File: src/rtl/mc_control_unit.sv
// mc_control_unit: multi-cycle control FSM for an RV32I core (ALU-interface initiator).
// Sequences IF/ID/EX/MEM/WB and handshakes a variable-latency memory through mem_ready.
// Ports:
//   clk, reset_n                        clock, asynchronous active-low reset
//   opcode, funct3, funct7_5            instruction fields held in the IR
//   halt_cond, alu_bcond, mem_ready     datapath/ALU/memory status inputs
//   alu_op, btype, alu_src_a, alu_src_b ALU control
//   pc_write, pc_source, i_or_d         PC and memory address control
//   mem_read, mem_write, ir_write       memory and IR control
//   reg_write, wb_sel                   register file writeback control
//   halted, illegal                     core status
// Optional: define MC_CTRL_PERF_EN to add cycle_cnt and instret_cnt (PERF_W bits wide).
module mc_control_unit #(
    parameter bit HALT_ON_ILLEGAL = 1'b1,
    parameter int PERF_W          = 32
) (
    input  logic       clk,
    input  logic       reset_n,
    input  logic [6:0] opcode,
    input  logic [2:0] funct3,
    input  logic       funct7_5,
    input  logic       halt_cond,
    input  logic       alu_bcond,
    input  logic       mem_ready,
    output logic [3:0] alu_op,
    output logic [1:0] btype,
    output logic [1:0] alu_src_a,
    output logic [1:0] alu_src_b,
    output logic       pc_write,
    output logic       pc_source,
    output logic       i_or_d,
    output logic       mem_read,
    output logic       mem_write,
    output logic       ir_write,
    output logic       reg_write,
    output logic [1:0] wb_sel,
    output logic       halted,
    output logic       illegal
`ifdef MC_CTRL_PERF_EN
    ,
    output logic [PERF_W-1:0] cycle_cnt,
    output logic [PERF_W-1:0] instret_cnt
`endif
);
    localparam logic [6:0] OP_R = 7'b0110011, OP_I = 7'b0010011, OP_LUI = 7'b0110111;
    localparam logic [6:0] OP_AUIPC = 7'b0010111, OP_LD = 7'b0000011, OP_ST = 7'b0100011;
    localparam logic [6:0] OP_BR = 7'b1100011, OP_JAL = 7'b1101111, OP_JALR = 7'b1100111;
    localparam logic [6:0] OP_SYS = 7'b1110011;
    localparam logic [3:0] ADD = 4'b0000, SUB = 4'b0001, AND = 4'b0100, OR = 4'b0101;
    localparam logic [3:0] XOR = 4'b1000, SLL = 4'b1010, SRL = 4'b1011, SRA = 4'b1101;

    typedef enum logic [2:0] {S_IF, S_ID, S_EX, S_MEM, S_WB, S_HALT} state_t;
    state_t state, next;

    logic is_r, is_i, is_ld, is_st, is_br, is_sys, known;
    logic [3:0] arith_op;

    assign is_r   = opcode == OP_R;
    assign is_i   = opcode == OP_I;
    assign is_ld  = opcode == OP_LD;
    assign is_st  = opcode == OP_ST;
    assign is_br  = opcode == OP_BR;
    assign is_sys = opcode == OP_SYS;
    assign known  = is_r || is_i || is_ld || is_st || is_br || is_sys || opcode == OP_LUI ||
                    opcode == OP_AUIPC || opcode == OP_JAL || opcode == OP_JALR;
    assign halted = state == S_HALT;

    // funct7_5 selects SUB only for R-type; it selects SRA for both R and I shifts.
    always_comb begin
        case (funct3)
            3'b000:  arith_op = (is_r && funct7_5) ? SUB : ADD;
            3'b001:  arith_op = SLL;
            3'b100:  arith_op = XOR;
            3'b101:  arith_op = funct7_5 ? SRA : SRL;
            3'b110:  arith_op = OR;
            3'b111:  arith_op = AND;
            default: arith_op = ADD;
        endcase
    end

    // Everything is forced low while reset_n is low, even though state already sits in S_IF.
    always_comb begin
        next      = state;
        alu_op    = ADD;
        btype     = 2'd0;
        alu_src_a = 2'd0;
        alu_src_b = 2'd0;
        pc_write  = 1'b0;
        pc_source = 1'b0;
        i_or_d    = 1'b0;
        mem_read  = 1'b0;
        mem_write = 1'b0;
        ir_write  = 1'b0;
        reg_write = 1'b0;
        wb_sel    = 2'd0;
        if (reset_n) begin
            case (state)
                S_IF: begin
                    mem_read  = 1'b1;
                    alu_src_b = 2'd1;
                    ir_write  = mem_ready;
                    pc_write  = mem_ready;
                    next      = mem_ready ? S_ID : S_IF;
                end
                S_ID: begin
                    alu_src_a = 2'd2;
                    alu_src_b = 2'd2;
                    next = is_sys ? (halt_cond ? S_HALT : S_IF) :
                           !known ? (HALT_ON_ILLEGAL ? S_HALT : S_IF) : S_EX;
                end
                S_EX: begin
                    next = S_WB;
                    if (is_r) begin
                        alu_src_a = 2'd1;
                        alu_op    = arith_op;
                    end else if (is_i) begin
                        alu_src_a = 2'd1;
                        alu_src_b = 2'd2;
                        alu_op    = arith_op;
                    end else if (opcode == OP_LUI) begin
                        alu_src_a = 2'd3;
                        alu_src_b = 2'd2;
                    end else if (opcode == OP_AUIPC) begin
                        alu_src_a = 2'd2;
                        alu_src_b = 2'd2;
                    end else if (is_ld || is_st) begin
                        alu_src_a = 2'd1;
                        alu_src_b = 2'd2;
                        next      = S_MEM;
                    end else if (is_br) begin
                        alu_src_a = 2'd1;
                        alu_op    = SUB;
                        btype     = {funct3[2], funct3[0]};
                        pc_write  = alu_bcond;
                        pc_source = 1'b1;
                        next      = S_IF;
                    end else begin
                        // JAL takes the target ALUOut computed in ID; JALR takes the live ALU sum.
                        alu_src_a = (opcode == OP_JALR) ? 2'd1 : 2'd0;
                        alu_src_b = (opcode == OP_JALR) ? 2'd2 : 2'd0;
                        pc_source = opcode == OP_JAL;
                        pc_write  = 1'b1;
                        reg_write = 1'b1;
                        wb_sel    = 2'd2;
                        next      = S_IF;
                    end
                end
                S_MEM: begin
                    i_or_d    = 1'b1;
                    mem_read  = is_ld;
                    mem_write = !is_ld;
                    next      = !mem_ready ? S_MEM : is_ld ? S_WB : S_IF;
                end
                S_WB: begin
                    reg_write = 1'b1;
                    wb_sel    = is_ld ? 2'd1 : 2'd0;
                    next      = S_IF;
                end
                default: next = S_HALT;
            endcase
        end
    end

    always_ff @(posedge clk or negedge reset_n) begin
        if (!reset_n) begin
            state   <= S_IF;
            illegal <= 1'b0;
`ifdef MC_CTRL_PERF_EN
            cycle_cnt   <= '0;
            instret_cnt <= '0;
`endif
        end else begin
            state <= next;
            if (state == S_ID && !known && HALT_ON_ILLEGAL)
                illegal <= 1'b1;
`ifdef MC_CTRL_PERF_EN
            if (state != S_HALT)
                cycle_cnt <= cycle_cnt + 1'b1;
            // A NOP ECALL is an ID->IF transition, so it is counted here too.
            if (state != S_IF && next == S_IF)
                instret_cnt <= instret_cnt + 1'b1;
`endif
        end
    end

`ifndef MC_CTRL_PERF_EN
    // PERF_W only sizes the counters; keep it referenced when they are compiled out.
    localparam int unused_perf_w = PERF_W;
`endif
endmodule
File: config.mk
export PLATFORM = sky130hd
export DESIGN_NAME = mc_control_unit
export DESIGN_NICKNAME = d
export VERILOG_FILES = /design/src/rtl/mc_control_unit.sv
export SDC_FILE = /design/constraint.sdc
export NUM_CORES = 1
export LEC_CHECK = 0
export ABC_AREA = 0
export BUFFER_PORTS_ARGS = -buffer_cell sky130_fd_sc_hd__buf_2
export CELL_PAD_IN_SITES_DETAIL_PLACEMENT = 0
export CELL_PAD_IN_SITES_GLOBAL_PLACEMENT = 1
export CORE_ASPECT_RATIO = 1.4
export CORE_MARGIN = 4
export CORE_UTILIZATION = 33
export DETAILED_ROUTE_END_ITERATION = 6
export GPL_ROUTABILITY_DRIVEN = 0
export HOLD_SLACK_MARGIN = 0.05
export PLACE_DENSITY_LB_ADDON = 0.1
export SYNTH_ARGS = -nofsm -noshare
export SYNTH_HDL_FRONTEND = slang
export SYNTH_SLANG_ARGS = --single-unit
File: constraint.sdc
create_clock -name clk -period 5.1 [get_ports clk]
set_clock_uncertainty 0.2 [all_clocks]
set_input_delay 1.275 -clock clk [delete_from_list [all_inputs] [get_ports clk]]
set_output_delay 1.275 -clock clk [all_outputs]
set_load 0.02 [all_outputs]
* After elaboration in Yosys (flattened, before gate mapping)
Cells that the tools add are included.
Word-level totals: bits in registers 4, latch bits 0, memory bits (writable) 0, memory bits (read-only) 0, input port bits 16, output and inout bits 21, logic and storage cells 128, memories 0
Operators by class: $add $sub $neg 0, multiply operators 0, divide/modulo/power cells 0, magnitude comparators 0, equality and inequality tests 20, shift operators 0, mux-type cells 90, bitwise logic cells 0, reduce and logical (&&, ||, !) cells 16
Operators by type and width (count):
- 2-bit two-way mux | 29
- 1-bit two-way mux | 39
- 3-bit two-way mux | 10
- 7-bit == test, second input constant | 4
- 4-bit case mux with 6 select lines | 1
- 7-bit by 6-bit == test with 1-bit output, second input constant | 3
- 3-bit == test, second input constant | 6
- 4-bit two-way mux | 4
- 3-bit case mux with 5 select lines | 1
- 7-bit by 5-bit == test with 1-bit output, second input constant | 2
- 1-bit logical OR | 10
- 2-bit case mux with 2 select lines | 2
- 7-bit by 2-bit == test with 1-bit output, second input constant | 1
- 3-bit by 1-bit == test with 1-bit output, second input constant | 2
- 3-bit by 2-bit == test with 1-bit output, second input constant | 2
- 3-bit logical NOT | 2
- 1-bit case mux with 2 select lines | 3
- 2-bit case mux with 3 select lines | 1
- 1-bit logical AND | 2
- 1-bit logical NOT | 2

* Logic depth before layout (Yosys ltp)
depth in word-level cells 13, gate-level depth with buffers 6, mapped depth without buffers 4

* Worst setup path before layout
No wires, ideal clock.
path type input-to-output, start in opcode[3], end out alu_op[1], arrival 2.652 ns, required time 3.625 ns, slack 0.973 ns, cell stages on the path 3, buffers on the path 0, cell sequence nand3b_4 -> or4_4 -> nor4_1
Between the ends: longest elaborated chain between the ends 5, elaborated cells between the ends (all ways) 6, classes of those cells eq/ne: 2; mux: 4
RTL lines:
- start: declaration | line 19 | input logic [6:0] opcode,
- 7-bit by 5-bit == test with 1-bit output | line 59 | assign is_i = opcode == OP_I;
- 4-bit two-way mux | line 116 | end else if (is_i) begin
- 4-bit two-way mux (*) | line 113 | if (is_r) begin
- 4-bit two-way mux (*) | line 97 | case (state)
- 4-bit two-way mux (*) | line 96 | if (reset_n) begin
- end: declaration | line 25 | output logic [3:0] alu_op,
Mark *: on every way between the ends. The rest lies on a longest branch, timed or not.

* Worst setup path after layout
start in reset_n, end out alu_op[3]
Between the ends: longest elaborated chain between the ends 1
RTL lines:
- start: declaration | line 18 | input logic reset_n,
- 4-bit two-way mux | line 96
Every way passes these cells.

==> results.yml <==
logic_synthesis:
  yosys.area_share.adder_pct: 0
  synth-simple-area-share_pct: 51.3
  multiplexer_share_of_the_synthesized_area_pct: 1.45
  synth_seq_cells: 4
  synth_warnings: 0
  synth_sequential_area_ratio_pct: 12.9
  synth_compound_area_share_pct: 25.0
  postSynth.asyncResetShare_pct: 100
  synth_xor_area_share_pct: 2.26
  synthesis.nets: 127
  synthCells: 111
  post_synth_num_cell_types: 42
  synth_top_flop_cell: "dfrtp_1"
  synth-edff-count: 0
  postSynthAreaPerCell_sq_um: 6.99
  syn-cell-area_sq_um: 776
  synth_top_family_by_area: "simple AND/OR/NAND/NOR gates"
placed_design:
  post-place-ws_ns: 0.955
  place.detailed.hpwl_um: 1860
  place.port_buffers: 36
  dpl-instance-area_sq_um: 936
global_routing:
  globalRoute.totalOverflow: 0
  grt_max_degree: 17
  antenna_found_initial: 0
  number_of_global_route_vias_before_repair: 918
  track_usage_pct: 14.8
  grt_first_pass_wirelength_um: 3900
cts:
  cts_bufs_inserted: 3
  tritoncts: "done"
  postCtsSetupRepairBufs: 0
  clk_root_buffer_cell: "clkbuf_4"
  cts-root-to-sink-buffers: 2
  hold_fix_buffers_at_cts: 0
  cts.reportedPaths.clkPinSlew_ns: 0.03
  cts_resized: 0
  worst_skew_pair.late_latency_ns: 0.23
  cts_htree_levels: 1
  cts_sinks: 4
sta:
  timing.final.setup_violations: 0
  share_of_the_clock_period_used_by_the_worst_path_after_layout_pct: 81.4
  timing_hold_violations_final: 0
  max-slew-margin-rel_pct: 69.8
  min_period_ns: 4.15
  max_slew.worst_pin.slew_ns: 0.453
  final_max_slew_viol_count: 0
  fin_setup_tns_ns: 0
  grt_setup_unrepaired: "no"
  finalWorstSetupSlack_ns: 0.950
  fmax_mhz: 241
route:
  drt_antenna_net_count: 0
  drtIter0Drc: 20
  routed_wirelength_um: 2410
  avgViaCountPerCell: 5.83
  route.detailed.drc: 0
  drtPass1Iterations: 4
  post_drt_wl_per_cell_um: 14.8
  route.vias.total: 951
pwr:
  p_comb_share_pct: 53.5
  max-vdd-ir-drop_v: 0.000237
  power.total_uw: 224
  power.share.sequential_pct: 29.6
  p_per_cell_area_nw_per_um2: 234
  p_int_uw: 116
  total_leakage_power_nw: 0.455
  p_sw_share_pct: 48.4
  switchingPower_uw: 109
  share_clk_of_total_power_pct: 16.8
job:
  maxCapViolCount: 0
finish:
  finalNetCount: 159
  regArea_sq_um: 100
  utilization_pct: 43.5
  final_design_area_no_fill_sq_um: 958
  flow.area_growth_from_synthesis_pct: 23.5
  final.fill_count: 258
  antennaDiodeCount: 0
  layout-drive-gt1-share_pct: 32.6
  multi_input_area_sq_um: 621
setup_path:
  endpoint_kind: "primary output"
  worst_ep_required_time_ns: 3.62
  reg2reg_capture_point: "state[2]"
  timing.critical_path.fanout_max: 16
  crit_type: "in -> out"
  worst_r2r_startpoint: "state[1]"
  worst_r2r_path_depth: 4
  cp_data_arrival_time_ns: 2.68
  worst_setup_sp_type: "primary input"
  timing.reg2reg.setup_slack_ns: 3.52
min_path:
  holdPathStages: 1
  worstHoldStart: "illegal"
  min_to: "illegal"
  worstHoldPathType: "reg -> reg"
floorplanning:
  ios: 37
  start_util_pct: 35.2
  core_region_area_sq_um: 2200
  die_area_sq_um: 3200
  die_h_um: 65.4
  num_rows: 20
  die_w_um: 49.0
status:
  run_status: "finished, final reports clean"
[power by group through the flow]
stage                     clock, mW  combinational [mW]  sequential (mW)
after floorplan                   0               0.102           0.0477
after global placement            0               0.119           0.0670
after detailed placement          0               0.120           0.0661
after CTS                    0.0390               0.121           0.0657
after global routing         0.0421               0.131           0.0703
final                        0.0377               0.120           0.0664
[stage by stage]
| step | std cells | hold slack (ns) |
|---|---|---|
| 2_1_floorplan | 111 | 0.382 |
| 3_3_place_gp | 160 | 0.271 |
| 3_5_place_dp | 160 | 0.265 |
| 4_1_cts | 163 | 0.276 |
| 5_1_grt | 163 | 0.296 |
| 6_report | 163 | 0.263 |
[area by class of cell]
class / count / share of cell area (%)
Timing Repair Buffer: 36 / 18.8
Sequential cell: 4 / 10.4
Multi-Input combinational cell: 96 / 64.8
Clock buffer: 3 / 2.35
Tap cell: 22 / 2.87
Inverter: 2 / 0.783
[logic make-up after synthesis]
group                  Yosys count
AND/OR/NAND/NOR                 64
XOR/XNOR                         2
flip-flops                       4
AO/OA/AOI/OAI                   29
buffers and inverters           11
multiplexers                     1
[Yosys cell counts, drive strengths merged, types with 2 or more instances]
master / number / share of area, %
inv: 2 / 0.97
dfrtp: 4 / 13
clkbuf: 3 / 1.5
and2: 3 / 2.4
nor3b: 2 / 1.9
nor4b: 3 / 4.2
nand2: 10 / 4.8
nor2b: 3 / 2.4
xor2: 2 / 2.3
a21oi: 8 / 5.2
and3: 6 / 4.8
o21ai: 7 / 4.5
o221ai: 2 / 2.3
o31a: 2 / 2.3
nor2: 9 / 4.4
nor3: 3 / 1.9
buf: 6 / 4.7
a211oi: 2 / 1.9
nand2b: 8 / 7.4
nand3: 3 / 1.9
nor4: 5 / 4.0
o21a: 2 / 1.9
nand4b: 2 / 2.3
[placed cells by master (no fill, tap or decap), drive strengths merged, types with 2 or more instances in the layout]
master | synthesis | routed
nor4b | 3 | 3
a211oi | 2 | 2
nand3 | 3 | 3
nor2 | 9 | 9
nand4b | 2 | 2
nand2b | 8 | 8
nor2b | 3 | 3
inv | 2 | 2
o21a | 2 | 2
o221ai | 2 | 2
xor2 | 2 | 2
nor4 | 5 | 5
nor3 | 3 | 3
dfrtp | 4 | 4
clkbuf | 3 | 3
and2 | 3 | 3
a21oi | 8 | 8
nand2 | 10 | 10
o21ai | 7 | 7
nor3b | 2 | 2
buf | 6 | 36
and3 | 6 | 6
o31a | 2 | 2
[critical path: stages]
cell and delay (ns):
buf_2 0.27, nand2b_4 0.12, or4_4 0.55, nor4_1 0.24
buf_2 0.21
[sequential cells by signal, summed over array words and instances (netlist names)]
name	count
illegal	1
state	3
[how the worst max path moves through the flow]
stage	from	end	slack, ns	cells past startpoint
after floorplan	opcode[3]	alu_op[1]	0.97	3
after global placement	reset_n	alu_op[1]	0.99	5
after detailed placement	reset_n	alu_op[3]	0.95	5
after CTS	reset_n	alu_op[3]	0.95	5
after global routing	reset_n	alu_op[3]	0.83	5
final	reset_n	alu_op[3]	0.95	5
[per-layer routing]
metal	vias up	share of wire [%]	global-route usage (%)
li1	476	-	-
met1	456	41	15.3
met2	19	55	29.1
met3	0	4.1	3.40
met4	0	0	4.04
met5	-	0	0
No activity file was read; power rests on OpenSTA's default activity.
